--- src/rtl/mpc_types.sv ---
// Shared crossbar types: upstream request format plus key-order-buffer helpers.
package mpc_types;

  localparam int unsigned AddrW = 32;

  typedef enum logic [1:0] {
    OpLoad  = 2'd0,
    OpStore = 2'd1,
    OpAmo   = 2'd2,
    OpNop   = 2'd3
  } op_e;

  typedef struct packed {
    op_e              op;
    logic [AddrW-1:0] addr;
  } channel_req_t;

  typedef struct packed {
    int unsigned num_ch;
    int unsigned depth;
    int unsigned bank_w;
    int unsigned bank_lsb;
  } kob_cfg_t;

  localparam kob_cfg_t Cfg = '{num_ch: 3, depth: 16, bank_w: 2, bank_lsb: 8};

  typedef logic [Cfg.bank_w-1:0] kob_bank_id_t;

  function automatic logic is_load(op_e op);
    return op == OpLoad;
  endfunction

  // Counter width able to represent 0..depth inclusive.
  function automatic int unsigned kob_cnt_w(int unsigned depth);
    return $clog2(depth + 1);
  endfunction

endpackage

--- src/rtl/kob_fifo.sv ---
// One channel of the key-order buffer: circular bank-ID queue with count and sticky overflow.
module kob_fifo import mpc_types::*; #(
  parameter int unsigned Depth    = 16,
  parameter int unsigned BankW    = 2,
  parameter int unsigned AfThresh = Depth - 2,
  localparam int unsigned CntW    = kob_cnt_w(Depth)
) (
  input  logic             clk,
  input  logic             rst_n,
  input  logic             push_i,
  input  logic [BankW-1:0] bank_i,
  input  logic             pop_ack_i,
  input  logic             flush_i,
  output logic             head_valid_o,
  output logic [BankW-1:0] head_bank_o,
  output logic             full_o,
  output logic             almost_full_o,
  output logic [CntW-1:0]  count_o,
  output logic             overflow_o
);

  localparam int unsigned PtrW = $clog2(Depth);

  logic [PtrW:0]                 alloc_ptr_q, alloc_ptr_d;
  logic [PtrW:0]                 retire_ptr_q, retire_ptr_d;
  logic [CntW-1:0]               count_q, count_d;
  logic [Depth-1:0]              valid_q, valid_d;
  logic [Depth-1:0][BankW-1:0]   mem_q, mem_d;
  logic                          overflow_q, overflow_d;
  logic                          mem_we;

  logic [PtrW-1:0] alloc_idx, retire_idx;
  logic            ptr_full, pop, push_ok;

  assign alloc_idx  = alloc_ptr_q[PtrW-1:0];
  assign retire_idx = retire_ptr_q[PtrW-1:0];
  // Same slot, opposite lap: the writer is a full lap ahead of the reader.
  assign ptr_full   = (alloc_idx == retire_idx) && (alloc_ptr_q[PtrW] != retire_ptr_q[PtrW]);
  assign pop        = valid_q[retire_idx] & pop_ack_i;
  assign push_ok    = push_i & (~ptr_full | pop);

  always_comb begin
    alloc_ptr_d  = alloc_ptr_q;
    retire_ptr_d = retire_ptr_q;
    count_d      = count_q;
    valid_d      = valid_q;
    mem_d        = mem_q;
    overflow_d   = overflow_q;
    mem_we       = 1'b0;
    if (flush_i) begin
      alloc_ptr_d  = '0;
      retire_ptr_d = '0;
      count_d      = '0;
      valid_d      = '0;
      overflow_d   = 1'b0;
    end else begin
      if (pop) begin
        valid_d[retire_idx] = 1'b0;
        retire_ptr_d        = retire_ptr_q + (PtrW+1)'(1);
      end
      // When full with a pop, alloc and retire share a slot; the set must win.
      if (push_ok) begin
        valid_d[alloc_idx] = 1'b1;
        mem_d[alloc_idx]   = bank_i;
        mem_we             = 1'b1;
        alloc_ptr_d        = alloc_ptr_q + (PtrW+1)'(1);
      end
      if (push_i && ptr_full && !pop) begin
        overflow_d = 1'b1;
      end
      unique case ({push_ok, pop})
        2'b10:   count_d = count_q + CntW'(1);
        2'b01:   count_d = count_q - CntW'(1);
        default: count_d = count_q;
      endcase
    end
  end

  ns_gnrl_dfflr #(.Width(PtrW+1)) u_alloc_ptr (
    .clk(clk), .rst_n(rst_n), .ld_i(1'b1), .d_i(alloc_ptr_d), .q_o(alloc_ptr_q)
  );
  ns_gnrl_dfflr #(.Width(PtrW+1)) u_retire_ptr (
    .clk(clk), .rst_n(rst_n), .ld_i(1'b1), .d_i(retire_ptr_d), .q_o(retire_ptr_q)
  );
  ns_gnrl_dfflr #(.Width(CntW)) u_count (
    .clk(clk), .rst_n(rst_n), .ld_i(1'b1), .d_i(count_d), .q_o(count_q)
  );
  ns_gnrl_dfflr #(.Width(Depth)) u_valid (
    .clk(clk), .rst_n(rst_n), .ld_i(1'b1), .d_i(valid_d), .q_o(valid_q)
  );
  ns_gnrl_dfflr #(.Width(Depth*BankW)) u_mem (
    .clk(clk), .rst_n(rst_n), .ld_i(mem_we), .d_i(mem_d), .q_o(mem_q)
  );
  ns_gnrl_dfflr #(.Width(1)) u_overflow (
    .clk(clk), .rst_n(rst_n), .ld_i(1'b1), .d_i(overflow_d), .q_o(overflow_q)
  );

  assign head_valid_o  = valid_q[retire_idx];
  assign head_bank_o   = mem_q[retire_idx];
  assign full_o        = (count_q == CntW'(Depth));
  assign almost_full_o = (count_q >= CntW'(AfThresh));
  assign count_o       = count_q;
  assign overflow_o    = overflow_q;

endmodule

--- src/rtl/ns_gnrl_dfflr.sv ---
// Generic load-enabled flop with asynchronous active-low reset.
module ns_gnrl_dfflr #(
  parameter int unsigned      Width    = 1,
  parameter logic [Width-1:0] ResetVal = '0
) (
  input  logic             clk,
  input  logic             rst_n,
  input  logic             ld_i,
  input  logic [Width-1:0] d_i,
  output logic [Width-1:0] q_o
);

  always_ff @(posedge clk or negedge rst_n) begin
    if (!rst_n) begin
      q_o <= ResetVal;
    end else if (ld_i) begin
      q_o <= d_i;
    end
  end

endmodule

--- src/rtl/kob_mc.sv ---
// Multi-channel key-order buffer: per-channel in-order bank-ID tracking for the return path.
module kob_mc import mpc_types::*; #(
  parameter int unsigned NUM_CH    = 3,
  parameter int unsigned DEPTH     = 16,
  parameter int unsigned BANK_W    = 2,
  parameter int unsigned BANK_LSB  = 8,
  parameter int unsigned AF_THRESH = DEPTH - 2,
  localparam int unsigned CNT_W    = kob_cnt_w(DEPTH)
) (
  input  logic                             clk,
  input  logic                             rst_n,
  input  logic [NUM_CH-1:0]                u_req_valid,
  input  logic [NUM_CH-1:0]                u_req_ready,
  input  channel_req_t [NUM_CH-1:0]        u_req,
  input  logic [NUM_CH-1:0]                flush,
  output logic [NUM_CH-1:0]                d_rob_req,
  input  logic [NUM_CH-1:0]                d_rob_ack,
  output logic [NUM_CH-1:0][BANK_W-1:0]    d_rob_bank_id,
  output logic [NUM_CH-1:0]                kob_full,
  output logic [NUM_CH-1:0]                kob_almost_full,
  output logic [NUM_CH-1:0][CNT_W-1:0]     kob_count,
  output logic [NUM_CH-1:0]                kob_overflow
);

  // Only the op and bank field of each request matter here.
  logic unused_req;
  assign unused_req = ^u_req;

  for (genvar c = 0; c < NUM_CH; c++) begin : g_ch
    logic              push;
    logic [BANK_W-1:0] bank;

    assign push = u_req_valid[c] & u_req_ready[c] & is_load(u_req[c].op);
    assign bank = u_req[c].addr[BANK_LSB +: BANK_W];

    kob_fifo #(
      .Depth   (DEPTH),
      .BankW   (BANK_W),
      .AfThresh(AF_THRESH)
    ) u_fifo (
      .clk          (clk),
      .rst_n        (rst_n),
      .push_i       (push),
      .bank_i       (bank),
      .pop_ack_i    (d_rob_ack[c]),
      .flush_i      (flush[c]),
      .head_valid_o (d_rob_req[c]),
      .head_bank_o  (d_rob_bank_id[c]),
      .full_o       (kob_full[c]),
      .almost_full_o(kob_almost_full[c]),
      .count_o      (kob_count[c]),
      .overflow_o   (kob_overflow[c])
    );
  end

endmodule
--- config.mk ---
export PLATFORM = sky130hd
export DESIGN_NAME = kob_mc
export DESIGN_NICKNAME = d
export VERILOG_FILES = /design/src/rtl/mpc_types.sv /design/src/rtl/kob_fifo.sv /design/src/rtl/ns_gnrl_dfflr.sv /design/src/rtl/kob_mc.sv
export SDC_FILE = /design/constraint.sdc
export NUM_CORES = 1
export LEC_CHECK = 0
export CAP_MARGIN = 20
export CORE_MARGIN = 1.5
export CORE_UTILIZATION = 35
export CTS_CLUSTER_SIZE = 8
export DETAILED_ROUTE_END_ITERATION = 7
export SYNTH_ARGS = -nofsm -noshare
export SYNTH_HDL_FRONTEND = slang
export SYNTH_SLANG_ARGS = --single-unit
--- constraint.sdc ---
create_clock -name clk -period 5.7 [get_ports clk]
set_input_delay 1.14 -clock clk [delete_from_list [all_inputs] [get_ports clk]]
set_output_delay 1.14 -clock clk [all_outputs]
set_load 0.05 [all_outputs]
==> metrics.cfg <==
[pwr]
irDropWorstVdd_uv=172
combinationalPowerShare=0.103
seqPwrFrac=0.487
internal_power_mw=2.09
clkPwrFrac=0.411
p_sw_frac=0.274
p_leak_nw=5.23
power_density_nw_per_um2=236
switchingPower_mw=0.789

[synth]
synth_edf_count=0
synthMostInstantiatedCell=dfrtp_1
syn_area_per_cell_um2=11.2
synthCells=965
synthArstFlopShare=1.00
yosysWarnings=0
synth_seq_area_share=0.445
ys_types=61
synth_common_cells=dfrtp_1 (192), mux2_2 (96), nor2_1 (83)
yosys.area.top_type=dfrtp_1
synth_area_leaders=dfrtp_1 (45%), mux2_2 (10%), mux4_2 (7.7%), ha_1 (3.6%), nor2_1 (2.9%)
syn_area_um2=10800
synth.top_cell.area_share=0.445
syn_nets=1113
synth_top_flop_cell=dfrtp_1
synth_seq_cells=192

[setup_path]
path_cells=mux4_2, mux2i_1, a21oi_1, clkdlybuf4s50_1
crit_required_ns=4.56
cpMaxStageDelayCell=dfrtp_1
critPathKind=register to primary output
timing.rr.start=g_ch[1].u_fifo.u_retire_ptr.q_o[0]
worstSetupStartpointType=register
cp-end-kind=primary output
critical_path.max_stage_delay_ns=1.02
cp-startpoint=g_ch[1].u_fifo.u_retire_ptr.q_o[0]
crit_path_max_fanout=17
cp_data_arrival_time_ns=3.35

[global_route]
grt_pass1_wl_um=39800
grt_pass1_vias=7530
grt_max_degree=105
grt.overflow.total=0
antenna_found_initial=0
track_usage=0.158

[timing]
min_period_ns=4.49
finalCritPeriodShare=0.787
rsz0062_at_grt=no
setup_viol=0
fin_skew_ns=0.0121
setup_tns_ns=0
holdWs_ns=0.493
hold_violations=0
worst_pin_slew_ns=1.05
timing.fmax_mhz=223
slew_violations=0
max_slew_margin=0.303

[routing]
vias=7409
wire_per_inst_um=17.2
dr.pass1.iters=6
viasPerCell=5.34
drc=0
finalWirelength_um=23900
ant_nets=0
first_iter_violations=535

[run_status]
outcome=finished clean

[hold_path]
hp-class=register to register
holdCritStartpoint=g_ch[2].u_fifo.u_mem.q_o[10]

[clock_tree]
cts_sinks=192
post_cts_buffers=0
hold_buffers=0
cts.clk_slew.worst_paths_ns=0.08
cts_made_buffers=17
cts_root_buffer=clkbuf_16
clockBufferDepth=2
ctsResizeCount=0
clk_latency_ns=0.44
tritoncts=built
cts_max_level=4

[final_layout]
synthToLayoutAreaGrowth_pct=12.9
finalNonFillerCells=1388
final_area_um2=12200
n_antenna_cell=0
nets=1127
drive_above_1_share=0.202
fillers=2929
multi_input_comb_area_um2=5520
layout.area.seq_um2=4800
fin_util=0.400

[place]
place_area_um2=11600
hpwlAfterDp_um=16400
place.gp.congestion=0.788
portBuffers=58
dp.cells=1356

[floorplan]
start_util=0.355
die_h_um=179
die_area_um2=31900
row_count=64
io_pins=149
core_um2=30400
die_w_um=179

[run]
drv_cap=0

==> final cells by class <==
| class | count | area share |
|---|---|---|
| well taps | 396 | 0.0407 |
| multi-input cells | 674 | 0.453 |
| clock buffers | 18 | 0.0360 |
| flip-flops and latches | 192 | 0.394 |
| repair buffers | 70 | 0.0564 |
| clock inverters | 14 | 0.0117 |
| inverters | 24 | 0.00739 |
==> metal layers <==
metal / vias to the layer above / global-route usage / share of wire
li1: 3539 / - / -
met1: 3758 / 0.219 / 0.48
met2: 92 / 0.257 / 0.49
met3: 20 / 0.0260 / 0.023
met4: 0 / 0.0424 / 0.010
met5: - / 0 / 0
==> registers in the layout (all words and copies together), names as in the netlist <==
register and cells:
g_ch.u_fifo.u_mem.q_o 96, g_ch.u_fifo.u_alloc_ptr.q_o 15, g_ch.u_fifo.u_overflow.q_o 3, g_ch.u_fifo.u_valid.q_o 48, g_ch.u_fifo.u_count.q_o 15, g_ch.u_fifo.u_retire_ptr.q_o 15
==> kinds of logic after synthesis <==
family          Yosys count  synth area share
buf+inv                  99            0.0428
fa+ha+maj                32            0.0378
compound gates          157            0.0984
xor+xnor                 35            0.0284
flops                   192             0.445
simple gates            276             0.130
mux                     174             0.218
==> layout by cell type (no fill, tap or decap), types with 7 or more instances in the layout <==
cell,n
inv_1,24
xor2_1,13
nor2_1,83
nand3_2,9
o21ai_0,35
clkbuf_16,17
nand2b_1,9
nor2b_1,27
xnor2_1,22
a21oi_1,40
mux2_2,96
and3_1,10
a211oi_1,7
clkdlybuf4s50_1,57
nand3_1,39
mux2i_1,28
dfrtp_1,192
mux2_1,11
mux4_2,37
ha_1,31
a31oi_1,7
and4_1,7
o211ai_1,8
buf_4,11
o2111ai_1,11
o21bai_1,8
a32oi_1,15
nand4_1,8
nor3_1,14
nand2_1,50
==> worst max-delay path: cells and delay by family, from the launching register on <==
family / cells / cell delay (ns)
buffers and inverters: 1 / 0.74
AOI/OAI and AO/OA: 1 / 0.15
muxes: 2 / 0.99
DFF: 1 / 1.02
==> metrics by stage <==
step | setup slack [ns] | total power, mW
final | 1.21 | 2.88
after global routing | 1.04 | 3.01
after CTS | 1.15 | 2.93
after detailed placement | 1.63 | 1.73
after global placement | 1.66 | 1.72
after floorplan | 2.33 | 1.61
==> path summary, 6_finish.rpt <==
path                                                       to  slack, ns  cells past startpoint
worst max-delay path                             d_rob_req[1]       1.21                      4
worst min-delay path             g_ch[2].u_fifo.u_mem.q_o[10]       0.49                      1
worst max register to register  g_ch[1].u_fifo.u_count.q_o[4]       1.92                     11
worst min register to register   g_ch[2].u_fifo.u_mem.q_o[10]       0.49                      1
max in group asynchronous        g_ch[0].u_fifo.u_mem.q_o[14]       3.95                      2
min in group asynchronous       g_ch[2].u_fifo.u_count.q_o[4]       0.72                      1
==> power groups by stage <==
stage          combinational [mW]  clock [mW]  sequential (mW)
2_1_floorplan               0.179           0             1.43
3_3_place_gp                0.296           0             1.43
3_5_place_dp                0.299           0             1.43
4_1_cts                     0.299        1.23             1.40
5_1_grt                     0.320        1.29             1.40
6_report                    0.295        1.18             1.40
Power figures use the tool's default switching activity.
